<file path="src/rtl/axis_demux_1_2.sv">
// axis_demux_1_2: 1:2 AXI-Stream packet demux; route sampled on the first beat and locked until tlast.
// Optional per-output packet counters are enabled by defining AXIS_DEMUX_PKT_CNT_EN.
module axis_demux_1_2 #(
   parameter int DATA_W = 8
`ifdef AXIS_DEMUX_PKT_CNT_EN
   , parameter int CNT_W = 16
`endif
) (
   input  logic              clk,
   input  logic              reset,
   input  logic              sel,
   input  logic [DATA_W-1:0] s_tdata,
   input  logic              s_tvalid,
   output logic              s_tready,
   input  logic              s_tlast,
   output logic [DATA_W-1:0] m0_tdata,
   output logic              m0_tvalid,
   input  logic              m0_tready,
   output logic              m0_tlast,
   output logic [DATA_W-1:0] m1_tdata,
   output logic              m1_tvalid,
   input  logic              m1_tready,
   output logic              m1_tlast,
   output logic              busy
`ifdef AXIS_DEMUX_PKT_CNT_EN
   , output logic [CNT_W-1:0] pkt_cnt0
   , output logic [CNT_W-1:0] pkt_cnt1
`endif
);
   typedef enum logic {IDLE, PKT} state_t;
   state_t            state_q, state_d;
   logic              route_q, dest_q, dest_d, out_valid_q, out_last_q, sel_rdy, acc;
   logic [DATA_W-1:0] out_data_q;
   assign sel_rdy   = dest_q ? m1_tready : m0_tready;
   assign s_tready  = !out_valid_q || sel_rdy;
   assign acc       = s_tvalid && s_tready;
   assign dest_d    = (state_q == PKT) ? route_q : sel;
   assign state_d   = s_tlast ? IDLE : PKT;
   assign m0_tvalid = out_valid_q && !dest_q;
   assign m1_tvalid = out_valid_q && dest_q;
   assign m0_tdata  = out_data_q;
   assign m1_tdata  = out_data_q;
   assign m0_tlast  = out_last_q;
   assign m1_tlast  = out_last_q;
   assign busy      = (state_q == PKT);
   // Acceptance implies any held beat drains this cycle, so a reload never loses data.
   always_ff @(posedge clk or posedge reset) begin
      if (reset) begin
         state_q     <= IDLE;
         route_q     <= 1'b0;
         dest_q      <= 1'b0;
         out_valid_q <= 1'b0;
         out_last_q  <= 1'b0;
         out_data_q  <= '0;
      end else if (acc) begin
         state_q     <= state_d;
         route_q     <= dest_d;
         dest_q      <= dest_d;
         out_valid_q <= 1'b1;
         out_last_q  <= s_tlast;
         out_data_q  <= s_tdata;
      end else if (sel_rdy) begin
         out_valid_q <= 1'b0;
      end
   end
`ifdef AXIS_DEMUX_PKT_CNT_EN
   always_ff @(posedge clk or posedge reset) begin
      if (reset) begin
         pkt_cnt0 <= '0;
         pkt_cnt1 <= '0;
      end else begin
         if (m0_tvalid && m0_tready && out_last_q) pkt_cnt0 <= pkt_cnt0 + 1'b1;
         if (m1_tvalid && m1_tready && out_last_q) pkt_cnt1 <= pkt_cnt1 + 1'b1;
      end
   end
`endif
endmodule

</file>
<file path="config.mk">
export PLATFORM = sky130hd
export DESIGN_NAME = axis_demux_1_2
export DESIGN_NICKNAME = d
export VERILOG_FILES = /design/src/rtl/axis_demux_1_2.sv
export SDC_FILE = /design/constraint.sdc
export NUM_CORES = 1
export LEC_CHECK = 0
export CORE_MARGIN = 2
export CORE_UTILIZATION = 37
export DETAILED_ROUTE_END_ITERATION = 7
export GPL_TIMING_DRIVEN = 0
export PLACE_DENSITY = 0.82
export SKIP_LAST_GASP = 1
export SYNTH_ARGS = -nofsm -noshare
export SYNTH_HDL_FRONTEND = slang
export SYNTH_SLANG_ARGS = --single-unit
export TNS_END_PERCENT = 1
</file>
<file path="constraint.sdc">
create_clock -name clk -period 3 [get_ports clk]
set_clock_uncertainty 0.15 [all_clocks]
set_input_delay 0.9 -clock clk [delete_from_list [all_inputs] [get_ports clk]]
set_output_delay 0.9 -clock clk [all_outputs]
set_load 0.01 [all_outputs]
</file>
---- Word level (Yosys, flattened, before mapping) ----
Cells that the tools add are included.
operators by class
  reductions and logical operators ........ 8
  bitwise operators ....................... 1
  mux-type cells .......................... 5
operators by type and width
  operator             number
  two-way mux 1 bit    5
  logical AND 1 bit    3
  zero test 1 bit      2
  AND reduction 2 bit  1
  nonzero test 2 bit   1
  logical OR 1 bit     1
  inverter 1 bit       1
storage, ports and cells
  bits of input ports ..................... 15
  output and inout bits ................... 22
  register bits ........................... 12

---- Logic depth before layout (Yosys ltp) ----
  depth after elaboration ................. 4
  depth in mapped cells ................... 4
  depth with buffers taken out ............ 3

---- Least setup slack after synthesis ----
OpenSTA, ideal clock, no wires.
  kind .................................... input-to-output
  from .................................... input m1_tready
  to ...................................... output s_tready
  slack ................................... 0.766 ns
  path buffers ............................ 0
  data required time ...................... 1.950 ns
  stages .................................. 2
  arrival time ............................ 1.184 ns
  path through ............................ mux2i_1 > nand2_1
between the ends
  word-level cells in the longest chain between the ends .. 2
RTL lines
  element            line  text
  from (decl)        22    input logic m1_tready,
  two-way mux 1 bit  34    assign sel_rdy = dest_q ? m1_tready : m0_tready;
  logical OR 1 bit   35    assign s_tready = !out_valid_q || sel_rdy;
  to (decl)          14    output logic s_tready,
No other way between the ends.

---- Final worst setup path ----
Ends and elaborated chain as after synthesis.

==> run_summary.xml <==
<?xml version="1.0" encoding="UTF-8"?>
<metrics>
  <group name="route">
    <metric name="dr_wl_met3" unit="um">58</metric>
    <metric name="drcViolationCount" unit="">0</metric>
    <metric name="detail-route-antenna-nets" unit="">0</metric>
    <metric name="dr.pass1.iters" unit="">4</metric>
    <metric name="route.layer.met1.wl" unit="um">473</metric>
    <metric name="drt_first_iter_violations" unit="">2</metric>
    <metric name="vias" unit="">475</metric>
    <metric name="route.top_layer_used" unit="">met4</metric>
    <metric name="detailroute.wirelength.met2" unit="um">641</metric>
    <metric name="post_drt_wl_per_cell" unit="um">11.5</metric>
    <metric name="finalWirelength" unit="um">1180</metric>
    <metric name="post_drt_via_cell_ratio" unit="">4.61</metric>
  </group>
  <group name="cts">
    <metric name="cts.reportedPaths.clkPinSlew" unit="ns">0.08</metric>
    <metric name="clock_latency" unit="ns">0.27</metric>
    <metric name="cts_num_sinks" unit="">12</metric>
    <metric name="cts_max_level" unit="">1</metric>
    <metric name="cts_made_buffers" unit="">3</metric>
    <metric name="post_cts_hold_buffer_count" unit="">0</metric>
    <metric name="cts.path.max_buffers" unit="">2</metric>
    <metric name="cts_tree" unit="">built</metric>
    <metric name="ctsRootBufferMaster" unit="">clkbuf_4</metric>
  </group>
  <group name="placement">
    <metric name="finalWeightedCongestion" unit="">0.764</metric>
    <metric name="hpwlAfterDp" unit="um">923</metric>
    <metric name="placement.io_buffers" unit="">36</metric>
    <metric name="cell_count_after_placement" unit="">96</metric>
  </group>
  <group name="pwr">
    <metric name="finalPower" unit="uW">795</metric>
    <metric name="p_per_area" unit="nW/um^2">791</metric>
    <metric name="max-vdd-ir-drop" unit="mV">0.407</metric>
    <metric name="power_leakage" unit="uW">0.000445</metric>
  </group>
  <group name="worst_setup_path">
    <metric name="critical_path_launch_point_type" unit="">input port</metric>
    <metric name="crit_path_end_kind" unit="">output pin</metric>
    <metric name="timing_worst_setup_path_type" unit="">in -&gt; out</metric>
    <metric name="worst-path-max-fanout" unit="">3</metric>
    <metric name="critPathRequiredTime" unit="ns">1.95</metric>
    <metric name="crit_path_max_incr_delay" unit="ns">0.44</metric>
    <metric name="crit_path_cell_trace" unit="">clkdlybuf4s50_1 &gt; mux2i_2 &gt; nand2_1 &gt; clkdlybuf4s15_1</metric>
    <metric name="arrival" unit="ns">1.90</metric>
    <metric name="cpMaxStageDelayCell" unit="">clkdlybuf4s50_1</metric>
  </group>
  <group name="cells_and_area">
    <metric name="layout-area-overhead-vs-synth" unit="%">78.8</metric>
    <metric name="number_of_inserted_filler_cells_in_the_final_layout" unit="">120</metric>
    <metric name="final_cell_count_no_fill" unit="">103</metric>
    <metric name="final_net_count" unit="">103</metric>
    <metric name="antennaDiodeCount" unit="">0</metric>
    <metric name="drive_above_1_share" unit="%">32.2</metric>
  </group>
  <group name="status">
    <metric name="run_status" unit="">complete, no violations</metric>
  </group>
  <group name="synth">
    <metric name="synth_top_cell_area_share" unit="%">53.5</metric>
    <metric name="synth-seq-cells" unit="">12</metric>
    <metric name="synth-warning-count" unit="">0</metric>
    <metric name="post_synth.cell_area_avg" unit="um^2">12.8</metric>
    <metric name="syn-instance-count" unit="">44</metric>
    <metric name="yosys-top-cells-area" unit="">dfrtp_1 53%, mux2_2 18%, buf_4 12%, mux2i_1 3.6%, buf_6 2.0%</metric>
    <metric name="post_synth_design_cell_area" unit="um^2">562</metric>
    <metric name="synth_top_cells_by_count" unit="">12 x dfrtp_1, 9 x buf_4, 9 x mux2_2</metric>
    <metric name="synth.net_count" unit="">59</metric>
    <metric name="count_of_different_cell_masters_after_synthesis" unit="">14</metric>
    <metric name="post-synth-top-count-cell" unit="">dfrtp_1</metric>
    <metric name="netlist.top_cell.by_area" unit="">dfrtp_1</metric>
    <metric name="synthArstFlopShare" unit="%">100</metric>
    <metric name="ys_seq_area_share" unit="%">53.5</metric>
    <metric name="ys.flop_type" unit="">dfrtp_1</metric>
    <metric name="edff_count_synth" unit="">0</metric>
  </group>
  <group name="floorplanning">
    <metric name="die_height" unit="um">43.0</metric>
    <metric name="initial_utilization" unit="%">38.2</metric>
    <metric name="num_io_pins" unit="">37</metric>
    <metric name="floorplan.rows" unit="">14</metric>
    <metric name="core-area" unit="um^2">1470</metric>
    <metric name="dieArea" unit="um^2">1850</metric>
    <metric name="die_width" unit="um">43.0</metric>
  </group>
  <group name="timing">
    <metric name="timing.slew.headroom" unit="%">70.0</metric>
    <metric name="finalHoldViolations" unit="">0</metric>
    <metric name="achievable-frequency" unit="MHz">338</metric>
    <metric name="grt_setup_unrepaired" unit="">no</metric>
    <metric name="final_min_period_over_clock_period" unit="%">98.5</metric>
    <metric name="finish_stage_setup_viols" unit="">0</metric>
    <metric name="timing_worst_slew_pin_value" unit="ns">0.450</metric>
    <metric name="finalCriticalPeriod" unit="ns">2.95</metric>
    <metric name="timing.final.max_slew_violations" unit="">0</metric>
  </group>
  <group name="grt">
    <metric name="grt_pass1_vias" unit="">461</metric>
    <metric name="antenna_found_initial" unit="">0</metric>
    <metric name="largest_net_degree_at_the_start_of_global_routing" unit="">13</metric>
    <metric name="track_usage" unit="%">13.9</metric>
    <metric name="global_route.overflow_total" unit="">0</metric>
    <metric name="grt_first_pass_wirelength" unit="um">1860</metric>
  </group>
  <group name="hold_path">
    <metric name="min_path_type" unit="">reg -&gt; reg</metric>
  </group>
  <group name="flow_run">
    <metric name="maxCapViolCount" unit="">0</metric>
  </group>
</metrics>
==> critical path, delay by kind of cell <==
kind / cells / cell delay [ns]
buf+inv: 2 / 0.68
mux: 1 / 0.20
simple gates: 1 / 0.12
==> power by group <==
group / switching, uW / internal (uW) / total [uW] / leakage (uW)
combinational: 132 / 283 / 414 / 0.000284
sequential: 40.9 / 212 / 253 / 0.000140
clock: 54.2 / 73.7 / 128 / 0.0000210
total: 227 / 568 / 795 / 0.000445
==> routing by layer <==
layer	GRT usage, %	vias up
li1	-	224
met1	13.9	233
met2	24.8	16
met3	3.83	2
met4	9.09	0
met5	0	-
==> through the flow <==
stage	setup slack [ns]	area (um^2)	TNS [ns]	hold slack, ns	utilization, %
floorplan	0.766	562	0	0.372	-
global placement	-0.186	942	-0.186	0.365	64.0
detailed placement	-0.191	942	-0.191	0.371	64.0
CTS	0.00877	977	0	0.389	66.4
global route	0.0203	1000	0	0.411	68.3
finish	0.0455	1000	0	0.385	68.3
==> cells by family after synthesis <==
kind of cell,share of synthesized area (%)
AOI/OAI and AO/OA,4.01
buffers and inverters,16.0
DFF,53.5
muxes,21.6
and+or+nand+nor,4.90
==> cell usage in the layout (no fill, tap or decap) <==
master           instances
o21ai_0                  1
mux2i_2                  1
inv_1                    3
a21boi_1                 1
nand2_1                  1
mux2i_1                  1
a32o_1                   1
clkdlybuf4s15_1          1
mux2_2                   9
clkbuf_4                 3
clkbuf_8                 1
nand2b_1                 1
nor2_1                   1
dfrtp_1                 12
nor2b_1                  1
buf_6                    1
clkdlybuf4s50_1         35
buf_4                   12
and2_2                   1
==> final timing paths <==
check / start / end / slack [ns] / depth (start not counted)
min reg2reg: m0_tdata[7] / m0_tdata[7] / 0.38 / 1
max in group asynchronous: reset / dest_q / 1.61 / 2
max reg2reg: dest_q / m0_tdata[4] / 1.20 / 6
max: m1_tready / s_tready / 0.05 / 4
min in group asynchronous: reset / m0_tdata[2] / 0.78 / 2
min: m0_tdata[7] / m0_tdata[7] / 0.38 / 1
==> repair_timing <==
| item | in CTS | in global routing |
|---|---|---|
| setup buffers | 0 | 3 |
| gates resized for setup | 1 | 2 |
| setup endpoints to repair | 1 | 1 |
| pin swaps | 0 | 1 |
==> cell type report <==
type / count / area, um^2 / area share [%]
Timing Repair Buffer: 39 / 383 / 38.1
Sequential cell: 12 / 300 / 29.9
Multi-Input combinational cell: 19 / 175 / 17.4
Buffer: 10 / 78.8 / 7.85
Clock buffer: 4 / 36.3 / 3.61
Tap cell: 16 / 20.0 / 1.99
Inverter: 3 / 11.3 / 1.12
==> flip-flops by register name (all words and copies together) (netlist names) <==
name,cells
busy,1
dest_q,1
m0_tlast,1
out_valid_q,1
m0_tdata,8
No activity file was read; power rests on OpenSTA's default activity.
